==> src/rtl/veda_lsu_pkg.sv <==
// VEDA load/store unit: shared types and constants.
// Included by every LSU file through import veda_lsu_pkg::*.
package veda_lsu_pkg;

  localparam int DATA_W_D = 32;
  localparam int DEPTH_D  = 256;
  localparam int OFF_W_D  = 16;
  localparam int TAG_W_D  = 5;
  localparam int STAT_W   = 16;

  localparam logic MEM_READ  = 1'b1;
  localparam logic MEM_WRITE = 1'b0;

  typedef enum logic [1:0] {
    IDLE   = 2'd0,
    ACCESS = 2'd1,
    RESP   = 2'd2
  } lsu_state_e;

  function automatic logic [STAT_W-1:0] sat_inc(
    input logic [STAT_W-1:0] v
  );
    return (v == {STAT_W{1'b1}}) ? v : v + 1'b1;
  endfunction

endpackage

==> src/rtl/veda_lsu_if.sv <==
// VEDA load/store unit: request, response and memory pin bundle.
// master = execute/writeback/memory side, slave = the LSU.
interface veda_lsu_if
  import veda_lsu_pkg::*;
#(
  parameter int DATA_W = DATA_W_D,
  parameter int OFF_W  = OFF_W_D,
  parameter int TAG_W  = TAG_W_D
);

  logic              req_valid;
  logic              req_ready;
  logic              req_store;
  logic [DATA_W-1:0] req_base;
  logic [OFF_W-1:0]  req_offset;
  logic [DATA_W-1:0] req_wdata;
  logic [TAG_W-1:0]  req_tag;

  logic              resp_valid;
  logic              resp_ready;
  logic [DATA_W-1:0] resp_data;
  logic [TAG_W-1:0]  resp_tag;
  logic              resp_err;

  logic [DATA_W-1:0] mem_addr;
  logic              mem_mode;
  logic              mem_write_en;
  logic [DATA_W-1:0] mem_write_data;
  logic [DATA_W-1:0] mem_rdata;

  modport master (
    output req_valid, req_store, req_base,
    output req_offset, req_wdata, req_tag,
    output resp_ready, mem_rdata,
    input  req_ready, resp_valid, resp_data,
    input  resp_tag, resp_err,
    input  mem_addr, mem_mode,
    input  mem_write_en, mem_write_data
  );

  modport slave (
    input  req_valid, req_store, req_base,
    input  req_offset, req_wdata, req_tag,
    input  resp_ready, mem_rdata,
    output req_ready, resp_valid, resp_data,
    output resp_tag, resp_err,
    output mem_addr, mem_mode,
    output mem_write_en, mem_write_data
  );

endinterface

==> src/rtl/veda_lsu_agen.sv <==
// VEDA load/store unit: effective address generation.
// ea = base + sign-extended offset (wraps), fault when ea >= DEPTH.
module veda_lsu_agen #(
  parameter int DATA_W = 32,
  parameter int DEPTH  = 256,
  parameter int OFF_W  = 16
) (
  input  logic [DATA_W-1:0] base,
  input  logic [OFF_W-1:0]  offset,
  output logic [DATA_W-1:0] ea,
  output logic              fault
);

  logic [DATA_W-1:0] off_sx;

  assign off_sx = {{(DATA_W-OFF_W){offset[OFF_W-1]}}, offset};
  assign ea     = base + off_sx;
  assign fault  = (ea >= DATA_W'(DEPTH));

endmodule

==> src/rtl/veda_lsu.sv <==
// VEDA load/store unit: IDLE -> ACCESS -> RESP sequencer.
// Optional counters behind VEDA_LSU_STATS_EN.
module veda_lsu
  import veda_lsu_pkg::*;
#(
  parameter int DATA_W = DATA_W_D,
  parameter int DEPTH  = DEPTH_D,
  parameter int OFF_W  = OFF_W_D,
  parameter int TAG_W  = TAG_W_D
) (
  input  logic      clk,
  input  logic      rst,
  veda_lsu_if.slave bus
`ifdef VEDA_LSU_STATS_EN
  ,
  output logic [STAT_W-1:0] stat_loads,
  output logic [STAT_W-1:0] stat_stores,
  output logic [STAT_W-1:0] stat_faults
`endif
);

  lsu_state_e        state;
  logic              st_q;
  logic              flt_q;
  logic [TAG_W-1:0]  tag_q;

  logic              req_ready_q;
  logic              resp_valid_q;
  logic [DATA_W-1:0] resp_data_q;
  logic [TAG_W-1:0]  resp_tag_q;
  logic              resp_err_q;

  logic [DATA_W-1:0] addr_q;
  logic              mode_q;
  logic              we_q;
  logic [DATA_W-1:0] wdata_q;

  logic [DATA_W-1:0] ea;
  logic              fault;

  veda_lsu_agen #(
    .DATA_W (DATA_W),
    .DEPTH  (DEPTH),
    .OFF_W  (OFF_W)
  ) u_agen (
    .base   (bus.req_base),
    .offset (bus.req_offset),
    .ea     (ea),
    .fault  (fault)
  );

  // Sequencer; all outputs registered so ACCESS drives pins cleanly
  always_ff @(posedge clk) begin
    if (!rst) begin
      state        <= IDLE;
      st_q         <= 1'b0;
      flt_q        <= 1'b0;
      tag_q        <= '0;
      req_ready_q  <= 1'b1;
      resp_valid_q <= 1'b0;
      resp_data_q  <= '0;
      resp_tag_q   <= '0;
      resp_err_q   <= 1'b0;
      addr_q       <= '0;
      mode_q       <= MEM_READ;
      we_q         <= 1'b0;
      wdata_q      <= '0;
    end else begin
      unique case (state)
        IDLE: begin
          if (bus.req_valid) begin
            state       <= ACCESS;
            req_ready_q <= 1'b0;
            st_q        <= bus.req_store;
            flt_q       <= fault;
            tag_q       <= bus.req_tag;
            addr_q      <= ea;
            if (bus.req_store && !fault) begin
              mode_q  <= MEM_WRITE;
              we_q    <= 1'b1;
              wdata_q <= bus.req_wdata;
            end
          end
        end
        ACCESS: begin
          state        <= RESP;
          mode_q       <= MEM_READ;
          we_q         <= 1'b0;
          resp_valid_q <= 1'b1;
          resp_tag_q   <= tag_q;
          resp_err_q   <= flt_q;
          resp_data_q  <= (flt_q || st_q) ? '0 : bus.mem_rdata;
        end
        RESP: begin
          if (bus.resp_ready) begin
            state        <= IDLE;
            resp_valid_q <= 1'b0;
            req_ready_q  <= 1'b1;
          end
        end
        default: state <= IDLE;
      endcase
    end
  end

  assign bus.req_ready      = req_ready_q;
  assign bus.resp_valid     = resp_valid_q;
  assign bus.resp_data      = resp_data_q;
  assign bus.resp_tag       = resp_tag_q;
  assign bus.resp_err       = resp_err_q;
  assign bus.mem_addr       = addr_q;
  assign bus.mem_write_data = wdata_q;
  // Reset kills the strobe in the same cycle so an
  // abandoned store never lands at the reset edge.
  assign bus.mem_write_en   = we_q & rst;
  assign bus.mem_mode       = mode_q | ~rst;

`ifdef VEDA_LSU_STATS_EN
  // Saturating per-type counters, bumped as ACCESS retires
  always_ff @(posedge clk) begin
    if (!rst) begin
      stat_loads  <= '0;
      stat_stores <= '0;
      stat_faults <= '0;
    end else if (state == ACCESS) begin
      if (flt_q)
        stat_faults <= sat_inc(stat_faults);
      else if (st_q)
        stat_stores <= sat_inc(stat_stores);
      else
        stat_loads  <= sat_inc(stat_loads);
    end
  end
`endif

endmodule
==> src/flat_wrapper.sv <==
// flat-port wrapper written by rule: the top's interface ports become plain ports
module veda_lsu_flat import veda_lsu_pkg::*;
#(
  parameter int DATA_W = DATA_W_D,
  parameter int DEPTH  = DEPTH_D,
  parameter int OFF_W  = OFF_W_D,
  parameter int TAG_W  = TAG_W_D
)
  (clk, rst, bus_req_valid, bus_req_store, bus_req_base, bus_req_offset, bus_req_wdata, bus_req_tag, bus_resp_ready, bus_mem_rdata, bus_req_ready, bus_resp_valid, bus_resp_data, bus_resp_tag, bus_resp_err, bus_mem_addr, bus_mem_mode, bus_mem_write_en, bus_mem_write_data);
  veda_lsu_if #(.DATA_W(DATA_W), .OFF_W(OFF_W), .TAG_W(TAG_W)) bus_i ();
  input  logic clk;
  input  logic rst;
  input wire logic [$bits(bus_i.req_valid)-1:0] bus_req_valid;
  input wire logic [$bits(bus_i.req_store)-1:0] bus_req_store;
  input wire logic [$bits(bus_i.req_base)-1:0] bus_req_base;
  input wire logic [$bits(bus_i.req_offset)-1:0] bus_req_offset;
  input wire logic [$bits(bus_i.req_wdata)-1:0] bus_req_wdata;
  input wire logic [$bits(bus_i.req_tag)-1:0] bus_req_tag;
  input wire logic [$bits(bus_i.resp_ready)-1:0] bus_resp_ready;
  input wire logic [$bits(bus_i.mem_rdata)-1:0] bus_mem_rdata;
  output wire logic [$bits(bus_i.req_ready)-1:0] bus_req_ready;
  output wire logic [$bits(bus_i.resp_valid)-1:0] bus_resp_valid;
  output wire logic [$bits(bus_i.resp_data)-1:0] bus_resp_data;
  output wire logic [$bits(bus_i.resp_tag)-1:0] bus_resp_tag;
  output wire logic [$bits(bus_i.resp_err)-1:0] bus_resp_err;
  output wire logic [$bits(bus_i.mem_addr)-1:0] bus_mem_addr;
  output wire logic [$bits(bus_i.mem_mode)-1:0] bus_mem_mode;
  output wire logic [$bits(bus_i.mem_write_en)-1:0] bus_mem_write_en;
  output wire logic [$bits(bus_i.mem_write_data)-1:0] bus_mem_write_data;
  assign bus_i.req_valid = bus_req_valid;
  assign bus_i.req_store = bus_req_store;
  assign bus_i.req_base = bus_req_base;
  assign bus_i.req_offset = bus_req_offset;
  assign bus_i.req_wdata = bus_req_wdata;
  assign bus_i.req_tag = bus_req_tag;
  assign bus_i.resp_ready = bus_resp_ready;
  assign bus_i.mem_rdata = bus_mem_rdata;
  assign bus_req_ready = bus_i.req_ready;
  assign bus_resp_valid = bus_i.resp_valid;
  assign bus_resp_data = bus_i.resp_data;
  assign bus_resp_tag = bus_i.resp_tag;
  assign bus_resp_err = bus_i.resp_err;
  assign bus_mem_addr = bus_i.mem_addr;
  assign bus_mem_mode = bus_i.mem_mode;
  assign bus_mem_write_en = bus_i.mem_write_en;
  assign bus_mem_write_data = bus_i.mem_write_data;
  veda_lsu #(.DATA_W(DATA_W), .DEPTH(DEPTH), .OFF_W(OFF_W), .TAG_W(TAG_W)) u_core (.clk(clk), .rst(rst), .bus(bus_i));
endmodule
==> config.mk <==
export PLATFORM = sky130hd
export DESIGN_NAME = veda_lsu_flat
export DESIGN_NICKNAME = d
export VERILOG_FILES = /design/src/rtl/veda_lsu_pkg.sv /design/src/rtl/veda_lsu_if.sv /design/src/rtl/veda_lsu_agen.sv /design/src/rtl/veda_lsu.sv /design/src/flat_wrapper.sv
export SDC_FILE = /design/constraint.sdc
export NUM_CORES = 1
export LEC_CHECK = 0
export ABC_AREA = 1
export CORE_ASPECT_RATIO = 1.5
export CORE_UTILIZATION = 30
export CTS_CLUSTER_DIAMETER = 150
export DETAILED_ROUTE_END_ITERATION = 10
export GPL_TIMING_DRIVEN = 0
export PLACE_DENSITY = 0.52
export SLEW_MARGIN = 10
export SYNTH_ARGS = -nofsm -noshare
export SYNTH_HDL_FRONTEND = slang
export SYNTH_SLANG_ARGS = --single-unit
==> constraint.sdc <==
create_clock -name clk -period 4.7 [get_ports clk]
set_clock_uncertainty 0.15 [all_clocks]
set_input_delay 0.94 -clock clk [delete_from_list [all_inputs] [get_ports clk]]
set_output_delay 0.94 -clock clk [all_outputs]
set_load 0.01 [all_outputs]
Word-level counts from Yosys, hierarchy flattened --
Cells that the tools add are included.
Operators by class: bitwise gates (word level) 3, $mul 0, $add $sub $neg 1, divide/modulo/power cells 0, equal/unequal tests 5, shift operators 0, reductions and logical operators 13, mux-type cells 15, magnitude comparators 1
Operators with widths (number):
- adder 32 bit | 1
- greater-or-equal comparator 32 x 9 -> 1 bit, second input constant | 1
- two-way mux 32 bit | 1
- AND reduction 3 bit | 3
- one-hot mux 1 bit (2 select lines) | 4
- two-way mux 1 bit | 7
- one-hot mux 2 bit (3 select lines) | 1
- AND reduction 2 bit | 3
- nonzero test 2 bit | 3
- two-way mux 2 bit | 2
- != test 2 bit, second input constant | 2
- == test 2 x 1 -> 1 bit, second input constant | 1
- == test 2 bit, second input constant | 1
- zero test 2 bit | 1
- != test 2 x 1 -> 1 bit, second input constant | 1
- AND 1 bit | 1
- logical AND 1 bit | 1
- zero test 1 bit | 1
- logical OR 1 bit | 1
- inverter 1 bit | 1
- OR 1 bit | 1
Storage, ports and cells: bits in read-only memories 0, bits of input ports 122, output and inout bits 106, bits in registers 115, word-level logic and storage cells 51, memories kept 0, latch bits 0, bits in writable memories 0

Logic depth before layout (Yosys ltp) --
Gate-level depths: netlist (run 1).
depth after elaboration 7, mapped depth 21, depth with buffers taken out 20

By module --
A second synthesis (run 1) with hierarchy kept.
Second synthesis, totals: cell total of the unflattened synthesis 1132, area total of the unflattened synthesis 7014.2 um2
Modules (own cells, without submodules):
- veda_lsu | cells each 580, area an instance 4327.9 um2, seq. area each 2302.2 um2, instances 1
- veda_lsu_agen | cells each 552, area an instance 2686.3 um2, seq. area each 0.0 um2, instances 1

Least setup slack after synthesis (run 1) --
Ideal clock, no wire load.
path kind input port to flip-flop, start in bus_req_offset[0], end reg u_core.wdata_q[22], in the netlist u_core.bus.mem_write_data[22], data required time 4.486 ns, arrival 3.021 ns, stages on the path 20, slack 1.465 ns, library setup time 0.064 ns, buffers on the path 1, cell sequence ha_1 > fa_1 > nand2_1 > nand3_1 > nand3_1 > nand2_1 > nand2_1 > nand2_1 > nand2_1 > nand2_1 > nor2_1 > nand2_1 > nor2_1 > nand2_1 > nor2_4 > nand3_2 > buf_6 > nand2_1 > inv_1 > nor2_1
Between the ends: cells in the longest elaborated chain, start to end 5
Ends and longest elaborated chain:
- from (decl) | RTL line flat_wrapper.sv:16 | input wire logic [$bits(bus_i.req_offset)-1:0] bus_req_offset;
- adder 32 bit | RTL line veda_lsu_agen.sv:17 | assign ea = base + off_sx;
- greater-or-equal comparator 32 x 9 -> 1 bit | RTL line veda_lsu_agen.sv:18 | assign fault = (ea >= DATA_W'(DEPTH));
- zero test 1 bit | RTL line veda_lsu.sv:78 | if (bus.req_store && !fault) begin
- logical AND 1 bit | RTL line veda_lsu.sv:78
- AND reduction 3 bit (no source line)
- to (signal assigned) | RTL line veda_lsu.sv:81 | wdata_q <= bus.req_wdata;
- to (decl) | RTL line veda_lsu.sv:36 | logic [DATA_W-1:0] wdata_q;
Every way passes these cells. A chain may end at the register's enable or synchronous reset.

Final worst setup path (run 1) --
start in bus_req_offset[15], end reg u_core.wdata_q[27], in the netlist u_core.bus.mem_write_data[27]
Same word-level chain as after synthesis.

==> metrics.yaml, run 1 <==
status:
  status: "finished, final reports clean"
drt:
  antenna_left: 0
  routed_wl_mm: 23.8
  drc_errors: 0
  drt-pass1-iter-count: 4
  wl_per_cell_um: 14.5
  drt_iter0_drc: 331
  vias_per_cell: 4.48
  via_count: 7375
power_and_ir_drop:
  vdd_drop_max_v: 0.000182
  powerDensity_mw_per_mm2: 300
  total_power_uw: 3050
  p_leak_uw: 0.00497
global_route:
  grtUsageTotal: 0.205
  grt_use_met2: 0.408
  use_met1: 0.210
  grt_overflow: 0
  grtUsageMet3: 0.0355
  busiest_layer: "met2"
  grt_max_degree: 18
  grt_pass1_vias: 7039
  grt_pass1_wl_mm: 37.7
  antenna_found_initial: 0
clock_network:
  cts_tree: "yes"
  htreeDepth: 4
  clock_sink_count: 115
  cts_resized: 0
  ctsHoldBuffers: 0
  insertion_delay_ns: 0.41
  cts_buffer_depth: 2
  clk_pin_slew_ns: 0.05
  cts_buffers: 17
  cts_root_buf: "clkbuf_16"
  cts_setup_buffers: 0
die:
  die_x_um: 126
  ios: 228
  dieArea_mm2: 0.0238
  initial_core_util: 0.309
  rows: 67
  die_y_um: 189
  core_area_mm2: 0.0226
setup_path:
  worstSetupStartpointType: "input port"
  r2r-start: "u_core.state[1]"
  cp_top_family: "simple AND/OR/NAND/NOR gates"
  cp-end-kind: "register"
  worstReg2RegEnd: "u_core.bus.resp_data[14]"
  arrival_ns: 4.49
  cp_common_cell: "nand2_1"
  r2r_slack_ns: 2.39
  criticalPathCategory: "input port to register"
  cpPeakStageDelay_ns: 0.77
  cp_max_fo: 17
  rr_worst_depth: 6
  critical_path.cell_chain: "clkdlybuf4s50_1 > ha_1 > nand2_1 > nor2_1 > nand2_1 > nor3_1 > nand2_1 > nand3_1 > nand2_1 > nor2_1 > nand3_1 > nor2_4 > nand3_2 > buf_6 > nand2_1 > inv_1 > nor2_1"
  cp_data_required_time_ns: 4.89
  cpMaxStageDelayCell: "clkdlybuf4s50_1"
  path_buf_inv: 3
synth:
  synthCells: 1112
  synth-main-ff-cell: "dfxtp_1"
  synth.avg_cell_area_um2: 6.26
  synth.ff_latch_count: 115
  syn_area_mm2: 0.00696
  synth-seq-area-share: 0.331
  synth_cell_types: 32
  synth_edf_count: 0
  synth_area_leaders: "dfxtp_1 (33%), nand2_1 (17%), inv_1 (12%)"
  yosysTopAreaCell: "dfxtp_1"
  synth_async_sr_flop_share: 0
  ys_warn_count: 0
  syn_nets: 1266
  synth_top_area_frac: 0.331
timing:
  finalSetupViolCount: 0
  relSlewSlack: 0.415
  hold_violations: 0
  grt_setup_unrepaired: "false"
  slew_viol_final: 0
  timing.final.crit_share: 0.914
  fin_crit_ns: 4.30
  tightest_slew_ns: 0.872
  clock.fmax_ghz: 0.233
finish:
  diodes: 0
  fill_cells: 2424
  area_growth_pct: 45.9
  final_cell_mix: "nand2_1 (310), inv_1 (230), clkdlybuf4s50_1 (226)"
  layout_commonest_cell: "nand2_1"
  final_core_util: 0.450
  drive_gt1_frac: 0.0336
  nets: 1511
placement:
  place_hpwl_mm: 19.8
  portBuffers: 226
  routabilityCongestion: 0.866
min_path:
  hp-start: "u_core.mode_q"
  hold_path_class: "register to register"
  holdPathStages: 2
  hold_path_end: "u_core.mode_q"
run:
  maxCapViolCount: 0
-- routing by layer --
layer  share of wire  wire (µm)  vias up
li1                -          -     3932
met1            0.39       9300     3247
met2            0.55      13100      173
met3           0.042        991       23
met4           0.020        469        0
met5               0          0        -
-- worst min-delay path, cell delays in order, from the launching register on --
cell     delay (ns)
dfxtp_1        0.32
nand2_1        0.06
nand2_1        0.04
-- per-stage QoR --
stage / cell area [µm²] / hold slack (ns) / std cells / setup TNS (ns) / setup slack, ns
2_1_floorplan: 6960 / 0.261 / 1112 / 0 / 1.47
3_3_place_gp: 9570 / 0.274 / 1614 / -2.05 / -0.0785
3_5_place_dp: 9570 / 0.281 / 1614 / -2.32 / -0.0948
4_1_cts: 10200 / 0.294 / 1645 / 0 / 0.326
5_1_grt: 10200 / 0.302 / 1645 / 0 / 0.0843
6_report: 10200 / 0.293 / 1645 / 0 / 0.403
-- cell type report --
type	instances	area (µm²)	share of cell area
multi-input combinational	724	3600	0.355
sequential	115	2300	0.227
timing repair buffer	226	2260	0.223
inverter	234	878	0.0865
clock buffer	21	450	0.0444
tap	276	345	0.0340
buffer	39	176	0.0174
clock inverter	10	134	0.0132
-- Yosys cell counts, drive strengths merged, types with 2 or more instances --
cell type / number
nor2: 166
a21oi: 22
o21ai: 39
inv: 233
o211ai: 7
and2: 4
xnor2: 6
nand2: 310
dfxtp: 115
nand3: 43
or2: 2
nand3b: 4
buf: 12
nand4: 40
nor3: 7
xor2: 7
clkbuf: 27
a32o: 32
ha: 31
-- how the worst max path moves through the flow --
stage,slack (ns),to,start,cells after the start
final,0.40,u_core.bus.mem_write_data[27],bus_req_offset[15],17
after global routing,0.08,u_core.bus.mem_write_data[28],bus_req_offset[15],17
after CTS,0.33,u_core.bus.mem_write_data[27],bus_req_offset[15],17
after detailed placement,-0.09,u_core.bus.mem_write_data[27],bus_req_offset[15],17
after global placement,-0.08,u_core.bus.mem_write_data[8],bus_req_offset[15],17
after floorplan,1.47,u_core.bus.mem_write_data[22],bus_req_offset[0],20
-- power by group --
part,internal [µW],total [µW],switching [µW]
Clock,840,1280,445
Sequential,1030,1060,29.1
Combinational,316,708,392
Total,2190,3050,865
-- sequential cells by signal, summed over array words and instances (netlist names), 2 cells and up --
name and count:
u_core.bus.mem_addr 32, u_core.bus.resp_data 32, u_core.tag_q 5, u_core.bus.mem_write_data 32, u_core.bus.resp_tag 5, u_core.state 2
-- cell families after synthesis --
logic type,after synthesis,share of synthesized area
and+or+nand+nor,576,0.342
AOI/OAI and AO/OA,103,0.100
adders and majority gates,32,0.0586
DFF,115,0.331
buffers and inverters,273,0.152
xor gates and xnor gates,13,0.0164
Note: power is estimated with default switching activity, not from simulation.
==> run 2, diff against run 1 <==
CORE_MARGIN = 2   (was unset)
SETUP_SLACK_MARGIN = 0.1   (was unset)
==> metrics.yaml, run 2 (synthesized netlist as in run 1, its figures left out) <==
clock_network:
  clock_sink_count: 115
  htreeDepth: 4
  clk_pin_slew_ns: 0.06
  ctsHoldBuffers: 0
  insertion_delay_ns: 0.41
  cts_tree: "yes"
  cts_setup_buffers: 0
  cts_resized: 0
  cts_buffer_depth: 2
  cts_buffers: 17
  cts_root_buf: "clkbuf_16"
status:
  status: "finished, final reports clean"
setup_path:
  cp-end-kind: "register"
  critical_path.cell_chain: "clkdlybuf4s50_1 > ha_1 > fa_1 > nand2_1 > nand3_1 > nand3_1 > nand2_1 > nand2_1 > nand2_1 > nand2_1 > nand2_1 > nand2_1 > nand2_1 > nor2_1 > nand3_1 > nor2_4 > nand3_2 > buf_6 > nand2_1 > inv_1 > nor2_1"
  arrival_ns: 4.13
  cpPeakStageDelay_ns: 0.49
  cp_max_fo: 10
  cp_common_cell: "nand2_1"
  cp_data_required_time_ns: 4.90
  cpMaxStageDelayCell: "fa_1"
  worstSetupStartpointType: "input port"
  criticalPathCategory: "input port to register"
timing:
  fin_crit_ns: 3.93
  grt_setup_unrepaired: "false"
  relSlewSlack: 0.410
  setup_ws_ns: 0.769
  finalSetupViolCount: 0
  hold_violations: 0
  slew_viol_final: 0
  timing.final.crit_share: 0.836
  tightest_slew_ns: 0.879
  clock.fmax_ghz: 0.254
min_path:
  hold_path_class: "register to register"
placement:
  routabilityCongestion: 0.875
  dp.cells: 1618
  portBuffers: 226
  place_hpwl_mm: 19.9
  dp_slack_ns: -0.0862
die:
  rows: 68
  ios: 228
  core_area_mm2: 0.0229
  die_x_um: 128
  die_y_um: 191
  initial_core_util: 0.304
  dieArea_mm2: 0.0245
global_route:
  antenna_found_initial: 0
  grt_pass1_vias: 7309
  grt_max_degree: 18
  grt_overflow: 0
  grt_pass1_wl_mm: 37.9
  grtUsageTotal: 0.200
drt:
  antenna_left: 0
  wl_per_cell_um: 14.5
  routed_wl_mm: 23.9
  drt-pass1-iter-count: 4
  drc_errors: 0
  drt_iter0_drc: 277
  via_count: 7391
  vias_per_cell: 4.48
finish:
  nets: 1511
  area_growth_pct: 47.0
  diodes: 0
  final_core_util: 0.447
  layout_commonest_cell: "nand2_1"
  final_cell_mix: "nand2_1 (310), inv_1 (230), clkdlybuf4s50_1 (225)"
  fin_cells: 1650
  drive_gt1_frac: 0.0358
power_and_ir_drop:
  powerDensity_mw_per_mm2: 313
  p_leak_uw: 0.00502
  total_power_uw: 3200
  vdd_drop_max_v: 0.000177
run:
  maxCapViolCount: 0
-- run 2: cell count changes in the layout (fill, tap and decap cells not counted) --
cell,change
dlymetal6s2s_1,+1
bufinv_16,+2
clkbuf_1,-2
clkbuf_8,+1
clkdlybuf4s50_1,-1
inv_6,+1
clkinv_2,-2
clkinvlp_4,-1
clkinv_4,+2
-- run 2: path summary, 6_finish.rpt --
check	to	startpoint	cells past startpoint	slack, ns
setup / recovery	u_core.bus.mem_write_data[13]	bus_req_offset[0]	21	0.77
setup reg to reg	u_core.bus.resp_data[19]	u_core.state[1]	6	2.38
hold / removal	u_core.mode_q	u_core.mode_q	2	0.29
hold reg to reg	u_core.mode_q	u_core.mode_q	2	0.29
-- run 2: per-stage QoR --
stage	hold slack (ns)	TNS, ns	cell area [µm²]
after global placement	0.272	-1.40	9570
after detailed placement	0.280	-2.01	9570
after CTS	0.294	0	10200
final	0.291	0	10200
after global routing	0.313	0	10200
after floorplan	0.261	0	6960
-- run 2: area by class of cell --
class	instances	area (µm²)
fill	2431	12700
multi-input combinational	724	3600
sequential	115	2300
timing repair buffer	226	2260
inverter	234	878
clock buffer	20	457
tap	280	350
clock inverter	12	203
buffer	39	176
-- run 2: worst max-delay path: cells and delay by family --
kind / cells / cell delay [ns]
fa+ha+maj: 2 / 0.76
buf+inv: 3 / 0.66
simple gates: 16 / 1.76
-- run 2: metal layers --
layer  track usage  up-vias  wire length [µm]
li1              -     3945                 -
met1         0.208     3214              9300
met2         0.388      190             12800
met3        0.0295       42               931
met4        0.0909        0               787
met5             0        -                 0
-- run 2: report_power, final --
group	total [µW]	internal (µW)	switching, µW	leakage (µW)
combinational	705	316	389	0.00376
clock	1440	970	468	0.000321
sequential	1060	1030	30.2	0.000939
total	3200	2320	887	0.00502
